File: src/rtl/systolic_stream_feeder.sv
// Host-side feeder/collector for the FP4xINT8 systolic array: serializes operand words per slice
// phase, pulses readout, captures result bytes and re-emits them. FEEDER_UNDERRUN_CNT_EN adds underruns.
module systolic_stream_feeder #(
  parameter int SLICES       = 2,
  parameter int KW           = 16,
  parameter int DRAIN_CYCLES = 2 * SLICES
) (
  input  logic                clk,
  input  logic                reset,
  input  logic                start_valid,
  output logic                start_ready,
  input  logic [KW-1:0]       start_k,
  input  logic                op_valid,
  output logic                op_ready,
  input  logic [8*SLICES-1:0] op_left,
  input  logic [8*SLICES-1:0] op_top,
  output logic [7:0]          arr_in_left,
  output logic [7:0]          arr_in_top,
  output logic                arr_readout,
  input  logic [7:0]          arr_out,
  output logic                res_valid,
  input  logic                res_ready,
  output logic [7:0]          res_data,
  output logic                res_last,
  output logic                busy
`ifdef FEEDER_UNDERRUN_CNT_EN
  ,
  output logic [15:0]         underruns
`endif
);

  // state   | meaning
  // IDLE    | waiting for a job command
  // FEED    | issuing one k-step (or bubble) per SLICES cycles
  // DRAIN   | zero data while the array pipeline empties
  // READOUT | single-cycle readout pulse
  // CAPTURE | writing the array's result bytes into the buffer
  // EMIT    | streaming buffered bytes to the host
  typedef enum logic [2:0] {
    S_IDLE, S_FEED, S_DRAIN, S_READOUT, S_CAPTURE, S_EMIT
  } state_t;

  localparam int NB = 2 * SLICES * SLICES;
  localparam int PW = (SLICES > 1) ? $clog2(SLICES) : 1;
  localparam int IW = $clog2(NB);
  localparam int DW = (DRAIN_CYCLES > 1) ? $clog2(DRAIN_CYCLES) : 1;

  state_t              state;
  logic [PW-1:0]       phase;
  logic [KW-1:0]       k_reg;
  logic [KW-1:0]       accepted;
  logic [KW-1:0]       issued;
  logic                hold_full;
  logic [8*SLICES-1:0] hold_l;
  logic [8*SLICES-1:0] hold_t;
  logic [8*SLICES-1:0] sh_l;
  logic [8*SLICES-1:0] sh_t;
  logic [DW-1:0]       drain_cnt;
  logic [IW-1:0]       cap_idx;
  logic [IW-1:0]       res_idx;
  logic [7:0]          res_buf [NB];
  logic                step_edge;
  logic                accept;

  // Step decisions are taken on the last phase so byte s of a loaded word leaves at phase s.
  assign step_edge   = (phase == PW'(SLICES - 1));
  assign op_ready    = (state == S_FEED) && !hold_full && (accepted < k_reg);
  assign accept      = op_valid && op_ready;
  assign start_ready = (state == S_IDLE);
  assign busy        = (state != S_IDLE);
  assign arr_readout = (state == S_READOUT);
  assign arr_in_left = sh_l[7:0];
  assign arr_in_top  = sh_t[7:0];
  assign res_valid   = (state == S_EMIT);
  assign res_data    = res_valid ? res_buf[res_idx] : 8'h00;
  assign res_last    = res_valid && (res_idx == IW'(NB - 1));

  always_ff @(posedge clk) begin
    if (reset) begin
      state     <= S_IDLE;
      phase     <= '0;
      k_reg     <= '0;
      accepted  <= '0;
      issued    <= '0;
      hold_full <= 1'b0;
      hold_l    <= '0;
      hold_t    <= '0;
      sh_l      <= '0;
      sh_t      <= '0;
      drain_cnt <= '0;
      cap_idx   <= '0;
      res_idx   <= '0;
      for (int i = 0; i < NB; i++) res_buf[i] <= '0;
    end else begin
      phase <= (arr_readout || step_edge) ? '0 : phase + PW'(1);
      sh_l  <= sh_l >> 8;
      sh_t  <= sh_t >> 8;
      if (accept) begin
        hold_l    <= op_left;
        hold_t    <= op_top;
        hold_full <= 1'b1;
        accepted  <= accepted + KW'(1);
      end
      case (state)
        S_IDLE: begin
          if (start_valid) begin
            k_reg    <= start_k;
            accepted <= '0;
            issued   <= '0;
            state    <= S_FEED;
          end
        end
        S_FEED: begin
          if (step_edge) begin
            if (issued == k_reg) begin
              drain_cnt <= DW'(DRAIN_CYCLES - 1);
              state     <= S_DRAIN;
            end else if (hold_full) begin
              sh_l      <= hold_l;
              sh_t      <= hold_t;
              hold_full <= 1'b0;
              issued    <= issued + KW'(1);
            end
          end
        end
        S_DRAIN: begin
          if (drain_cnt == '0) state <= S_READOUT;
          else drain_cnt <= drain_cnt - DW'(1);
        end
        S_READOUT: begin
          cap_idx <= '0;
          state   <= S_CAPTURE;
        end
        S_CAPTURE: begin
          res_buf[cap_idx] <= arr_out;
          if (cap_idx == IW'(NB - 1)) begin
            res_idx <= '0;
            state   <= S_EMIT;
          end else begin
            cap_idx <= cap_idx + IW'(1);
          end
        end
        S_EMIT: begin
          if (res_ready) begin
            if (res_idx == IW'(NB - 1)) state <= S_IDLE;
            else res_idx <= res_idx + IW'(1);
          end
        end
        default: state <= S_IDLE;
      endcase
    end
  end

`ifdef FEEDER_UNDERRUN_CNT_EN
  always_ff @(posedge clk) begin
    if (reset) begin
      underruns <= '0;
    end else if (state == S_IDLE && start_valid) begin
      underruns <= '0;
    end else if (state == S_FEED && step_edge && issued != k_reg && !hold_full &&
                 underruns != 16'hFFFF) begin
      underruns <= underruns + 16'd1;
    end
  end
`endif

endmodule
File: config.mk
export PLATFORM = sky130hd
export DESIGN_NAME = systolic_stream_feeder
export DESIGN_NICKNAME = d
export VERILOG_FILES = /design/src/rtl/systolic_stream_feeder.sv
export SDC_FILE = /design/constraint.sdc
export NUM_CORES = 1
export LEC_CHECK = 0
export BUFFER_PORTS_ARGS = -buffer_cell sky130_fd_sc_hd__buf_2
export CAP_MARGIN = 5
export CORE_MARGIN = 1
export CORE_UTILIZATION = 23
export DETAILED_ROUTE_END_ITERATION = 12
export PLACE_DENSITY_LB_ADDON = 0.25
export SETUP_SLACK_MARGIN = 0.3
export SLEW_MARGIN = 20
export SYNTH_ARGS = -nofsm -noshare
export SYNTH_HDL_FRONTEND = slang
export SYNTH_SLANG_ARGS = --single-unit
File: constraint.sdc
create_clock -name clk -period 2.16 [get_ports clk]
set_input_delay 0.54 -clock clk [delete_from_list [all_inputs] [get_ports clk]]
set_output_delay 0.54 -clock clk [all_outputs]
set_load 0.1 [all_outputs]
==> flow_summary.ini, run 1 <==
[sta]
max_freq_mhz = 381
tightest_slew_ns = 0.719
finalHoldViolCount = 0
min_period_over_period = 1.21
relSlewSlack = 0.521
period_minus_slack_ns = 2.62
rsz0062_at_grt = true
fin_ws_ns = -0.463
finalMaxSlewViolations = 0
setup_viol = 60
finClkSkew_ns = 0.0125

[hold_path]
min_from = start_k[6]
hold_depth = 3
hp-class = in -> reg
hold_end = k_reg[6]

[cts]
clk_root_buffer_cell = clkbuf_16
cts_tree = built
htreeDepth = 4
worstSkewPairLatency_ns = 0.45
clk_pin_slew_ns = 0.08
cts_sinks = 192
ctsHoldBuffers = 0
cts_buffer_depth = 2
cts_buffers = 17

[job]
cap_violations = 0

[critical_path]
cp_max_fo = 6
crit_top_cell = buf_6
cp_slowest_cell = or4_4
critical_path_class = reg -> reg
r2r_slack_ns = -0.46
cp_slowest_stage_delay_ns = 0.42
worstPathArrival_ns = 3.01
crit_chain = inv_2 -> ha_4 -> a2111o_1 -> buf_6 -> buf_6 -> buf_6 -> buf_6 -> a31oi_4 -> buf_12 -> nand2_8 -> buf_12 -> or4_4 -> a21oi_2
critPathBufInv = 7
path_delay_family = compound AO/OA/AOI/OAI gates
cp-start-kind = register
crit_required_ns = 2.55
r2r_start = k_reg[1]
rr_endpoint = accepted[5]
endpoint_kind = register
startpoint = k_reg[1]
reg2reg_depth = 13

[drt]
firstDrtPassIters = 4
drc = 0
wl_per_cell_um = 16.5
route.vias.total = 6633
routed_wl_mm = 25.0
vias_per_cell = 4.38
detail-route-antenna-nets = 0
drtIter0Drc = 266

[floorplanning]
fp-row-count = 70
start_util = 0.234
io_pins = 91
die_h_um = 195
die_area_um2 = 38200
die_w_um = 195
coreArea_um2 = 36700

[global_routing]
grt_usage = 0.134
grt_pass1_vias = 6739
grt_max_degree = 53
antenna_found_initial = 2
grt_pass1_wl_mm = 38.6
grt.overflow.total = 0

[place]
dpl.hpwl_mm = 15.4
portBuffers = 90
dp_slack_ns = -0.0729
numPlacedInstances = 1417
gp_congestion = 0.745

[synth]
yosysWarnings = 0
synth.largest_area_cell = dfxtp_1
synth_nets = 931
syn_avg_cell_area_um2 = 10.1
synth_cell_types = 53
synthCells = 848
netlist.area_leader.share = 0.298
ys_ff_latch = 192
netlist_area_um2 = 8600
ys_top_cells_by_area = dfxtp_1, edfxtp_1, and2_1
synth-seq-area-share = 0.521

[power_and_ir_drop]
p_per_area_nw_per_um2 = 661
power_uw = 8400
power_leakage_uw = 0.00465
irDropWorstVdd_mv = 0.587

[layout]
largest_register_ffs = 64
finalNonFillerCells = 1516
largest_register = res_buf
mostFrequentLayoutCell = dfxtp_1
layout_common_cells = dfxtp_1, nand2_1, buf_2
syn_to_final_growth_pct = 47.8
nets = 1116
final_layout_size_suffix_gt1_frac = 0.493

[status]
violations = negative setup slack
status = complete, but fails checks
worst max path at each step:
stage / endpoint / slack, ns / cells past startpoint
after global routing: op_ready / -0.55 / 6
after detailed placement: hold_t[13] / -0.07 / 9
after CTS: op_ready / -0.47 / 7
after global placement: res_data[2] / -0.07 / 5
after floorplan: busy / -0.34 / 3
final: accepted[5] / -0.46 / 13
worst reg2reg max path, cell delays in order, from the launching register on:
cell and delay (ns):
dfxtp_2 0.34, inv_2 0.04, ha_4 0.22, a2111o_1 0.39, buf_6 0.13, buf_6 0.10, buf_6 0.10, buf_6 0.10
a31oi_4 0.25, buf_12 0.15, nand2_8 0.06, buf_12 0.13, or4_4 0.42, a21oi_2 0.12
per-stage QoR:
step / utilization / TNS (ns) / area, µm² / hold slack [ns]
3_3_place_gp: 0.276 / -0.486 / 10100 / 0.437
2_1_floorplan: - / -2.99 / 8840 / 0.430
5_1_grt: 0.346 / -25.73 / 12700 / 0.295
4_1_cts: 0.324 / -19.32 / 11900 / 0.292
3_5_place_dp: 0.276 / -2.36 / 10100 / 0.440
6_report: 0.346 / -20.72 / 12700 / 0.315
synthesized netlist by cell type, drive strengths merged:
master       count
and3             4
xor2             5
nand3b           1
buf             31
nand2b           6
and2            85
nor2            67
a31o             3
mux2i           28
o21a             2
a2111o           1
a211oi           6
edfxtp          64
nand2          135
or4              6
a31oi            5
clkbuf          23
nor3b            5
o2111ai          1
o31a             1
o211ai           1
dlygate4sd1      1
a21boi           1
nor3            11
o21ai           11
or2              8
a21oi           69
a41o             1
or3              5
ha              22
nand4           12
nand4b           1
o31ai            6
nor2b            3
nor4             7
dfxtp          128
and4             4
nor4b            2
a2bb2oi          1
xnor2           26
nand3           11
mux4            16
inv             21
a221oi           1
what timing repair did:
action	CTS	global route
setup buffers	34	15
gates cloned	15	1
endpoints found under the setup margin	150	171
pin swaps	73	67
resized for setup	172	186
logic make-up after synthesis:
kind of cell	Yosys count	share of synthesized area
AOI/OAI and AO/OA	110	0.0783
xor gates and xnor gates	31	0.0316
adders and majority gates	22	0.0320
buffers and inverters	76	0.0455
DFF	192	0.521
muxes	44	0.0745
and+or+nand+nor	373	0.217
per-layer routing:
layer  GRT usage  up-vias  part of all wire
li1            -     3298                 -
met1       0.166     3209              0.45
met2       0.226      105              0.50
met3      0.0342       19             0.044
met4      0.0414        2             0.013
met5           0        -           0.00068
cell type report:
class	instances	area, µm²
Fill cell	3638	24000
Multi-Input combinational cell	587	4870
Sequential cell	192	4530
Timing Repair Buffer	214	2030
Tap cell	468	586
Clock buffer	18	439
Clock inverter	14	174
Inverter	21	85.1
Antenna cell	2	5.00
power by group:
part | switching, µW | internal (µW)
Combinational | 625 | 555
Sequential | 57.4 | 3820
Clock | 1560 | 1780
Note: power is estimated with default switching activity, not from simulation.
==> run 2, diff against run 1 <==
ABC_AREA = 1   (was default)
CELL_PAD_IN_SITES_DETAIL_PLACEMENT = 0   (was default)
CELL_PAD_IN_SITES_GLOBAL_PLACEMENT = 2   (was default)
MAX_ROUTING_LAYER = met4   (was default)
==> run 2 against run 1 <==
- the flow still finishes with violations (negative setup slack)
- critical path depth shrank 5
- synthesized cell count is 44% higher
- sequential share of layout area is 1.7 points lower
==> flow_summary.ini, run 2 <==
[status]
status = complete, but fails checks
violations = negative setup slack

[hold_path]
hp-class = in -> reg
min_from = op_top[14]

[synth]
synth.largest_area_cell = dfxtp_1
netlist.area_leader.share = 0.279
yosysMostFrequentCell = nand2_1
synth_edf_count = 64
yosysWarnings = 0
ys.flop_type = dfxtp_1
synth_common_cells = nand2_1, nor2_1, inv_1
netlist_area_um2 = 9180
ys_ff_latch = 192
synth_cell_types = 31
synthCells = 1224
async_flop_share = 0
synth-seq-area-share = 0.489
synth_nets = 1307
ys_top_cells_by_area = dfxtp_1, edfxtp_1, nand2_1
syn_avg_cell_area_um2 = 7.50

[sta]
rsz0062_at_grt = true
finalHoldViolCount = 0
setup_viol = 58
min_period_over_period = 1.15
finalMaxSlewViolations = 0
tightest_slew_ns = 0.491
max_freq_mhz = 403
fin_ws_ns = -0.319
period_minus_slack_ns = 2.48
relSlewSlack = 0.675
finClkSkew_ns = 0.0192
hold_slack_ns = 0.295
fin_tns_setup_ns = -13.41

[global_routing]
grt_usage = 0.151
grt_pass1_vias = 8005
grt.overflow.total = 0
grt_pass1_wl_mm = 45.9
antenna_found_initial = 2
grt_max_degree = 82

[power_and_ir_drop]
intPower_uw = 7900
p_per_area_nw_per_um2 = 941
seqPwrFrac = 0.341
irDropWorstVdd_mv = 0.651
p_sw_uw = 4710
clkPwrFrac = 0.278
comb_power_share = 0.380
power_leakage_uw = 0.00562
swShare = 0.373

[cts]
cts_buffers = 17
htreeDepth = 4
worstSkewPairLatency_ns = 0.46
clk_root_buffer_cell = clkbuf_16
ctsHoldBuffers = 0
clk_pin_slew_ns = 0.09
cts_tree = built
cts_buffer_depth = 2
cts_sinks = 192

[drt]
wl_per_cell_um = 15.2
drtIter0Drc = 423
route.vias.total = 8224
routed_wl_mm = 29.6
vias_per_cell = 4.22
drc = 0
firstDrtPassIters = 5
detail-route-antenna-nets = 0

[place]
gp_congestion = 0.853
dpl.hpwl_mm = 19.6
portBuffers = 90
dpl_cell_area_um2 = 10800

[floorplanning]
die_w_um = 202
io_pins = 91
coreArea_um2 = 39000
start_util = 0.235
die_area_um2 = 40700
fp-row-count = 72
die_h_um = 202

[layout]
fill_cells = 4140
nets = 1497
syn_to_final_growth_pct = 45.9
largest_register = res_buf
stdcell_area_um2 = 13400
layout_common_cells = nand2_1, nor2_1, inv_1
mostFrequentLayoutCell = nand2_1
final_layout_size_suffix_gt1_frac = 0.335
largest_register_ffs = 64

[critical_path]
worstPathArrival_ns = 1.94
cp_max_fo = 2
cp-start-kind = register
r2r_start = accepted[15]
startpoint = accepted[15]
crit_required_ns = 1.62
critical_path_class = reg -> out
endpoint_kind = output port

[job]
cap_violations = 0
[run 2: path summary, 6_finish.rpt]
check | cells past startpoint | slack (ns) | to
min reg2reg | 2 | 0.44 | sh_l[14]
max reg2reg | 18 | -0.27 | hold_t[8]
min | 3 | 0.29 | hold_t[14]
max | 8 | -0.32 | op_ready
[run 2: logic make-up after synthesis]
family	count (synthesis)	synth area share
flip-flops	192	0.489
AO/OA/AOI/OAI	160	0.0905
buffers and inverters	203	0.0954
AND/OR/NAND/NOR	626	0.275
XOR/XNOR	21	0.0200
adder cells (fa/ha/maj)	22	0.0300
[run 2: final cells by class]
class | count | area (µm²) | share of cell area
Inverter | 141 | 563 | 0.0420
Sequential cell | 192 | 4540 | 0.339
Multi-Input combinational cell | 829 | 4620 | 0.345
Clock buffer | 18 | 450 | 0.0336
Timing Repair inverter | 4 | 31.3 | 0.00234
Timing Repair Buffer | 229 | 2330 | 0.174
Antenna cell | 2 | 5.00 | 0.000374
Clock inverter | 14 | 211 | 0.0158
Tap cell | 518 | 648 | 0.0484
[run 2: per-stage QoR]
| stage | utilization | cells | worst slack, ns | total power [µW] |
|---|---|---|---|---|
| floorplan | - | 1224 | -0.0894 | 6480 |
| global placement | 0.277 | 1832 | 0.0271 | 7430 |
| detailed placement | 0.277 | 1832 | -0.0283 | 7430 |
| CTS | 0.320 | 1911 | -0.321 | 12100 |
| global route | 0.343 | 1947 | -0.411 | 13400 |
| finish | 0.343 | 1947 | -0.319 | 12600 |
[run 2: critical path: stages, from the launching register on]
cell and delay, ns:
dfxtp_1 0.41, ha_4 0.23, nand2_2 0.06, inv_2 0.04
o21ai_1 0.06, nand4_1 0.18, nor2_4 0.18, and2_4 0.16
buf_12 0.16
[run 2: layer usage]
layer  part of all wire  global-route usage
met3              0.030              0.0258
met5                  0                   -
met1               0.48               0.201
met2               0.48               0.239
met4              0.012              0.0354
[run 2: timing repair]
action / CTS / global route
cloned: 14 / 5
setup buffers: 33 / 29
hold endpoints to repair: 0 / 0
gates resized for setup: 159 / 173
pin swaps: 17 / 46
setup endpoints to repair: 111 / 195
[run 2: power groups by stage]
| stage | Combinational [µW] | Clock [µW] | Sequential, µW |
|---|---|---|---|
| 6_report | 4800 | 3510 | 4300 |
| 5_1_grt | 5250 | 3790 | 4350 |
| 4_1_cts | 4170 | 3630 | 4290 |
| 3_5_place_dp | 3100 | 0 | 4330 |
| 3_3_place_gp | 3110 | 0 | 4320 |
| 2_1_floorplan | 2190 | 0 | 4290 |
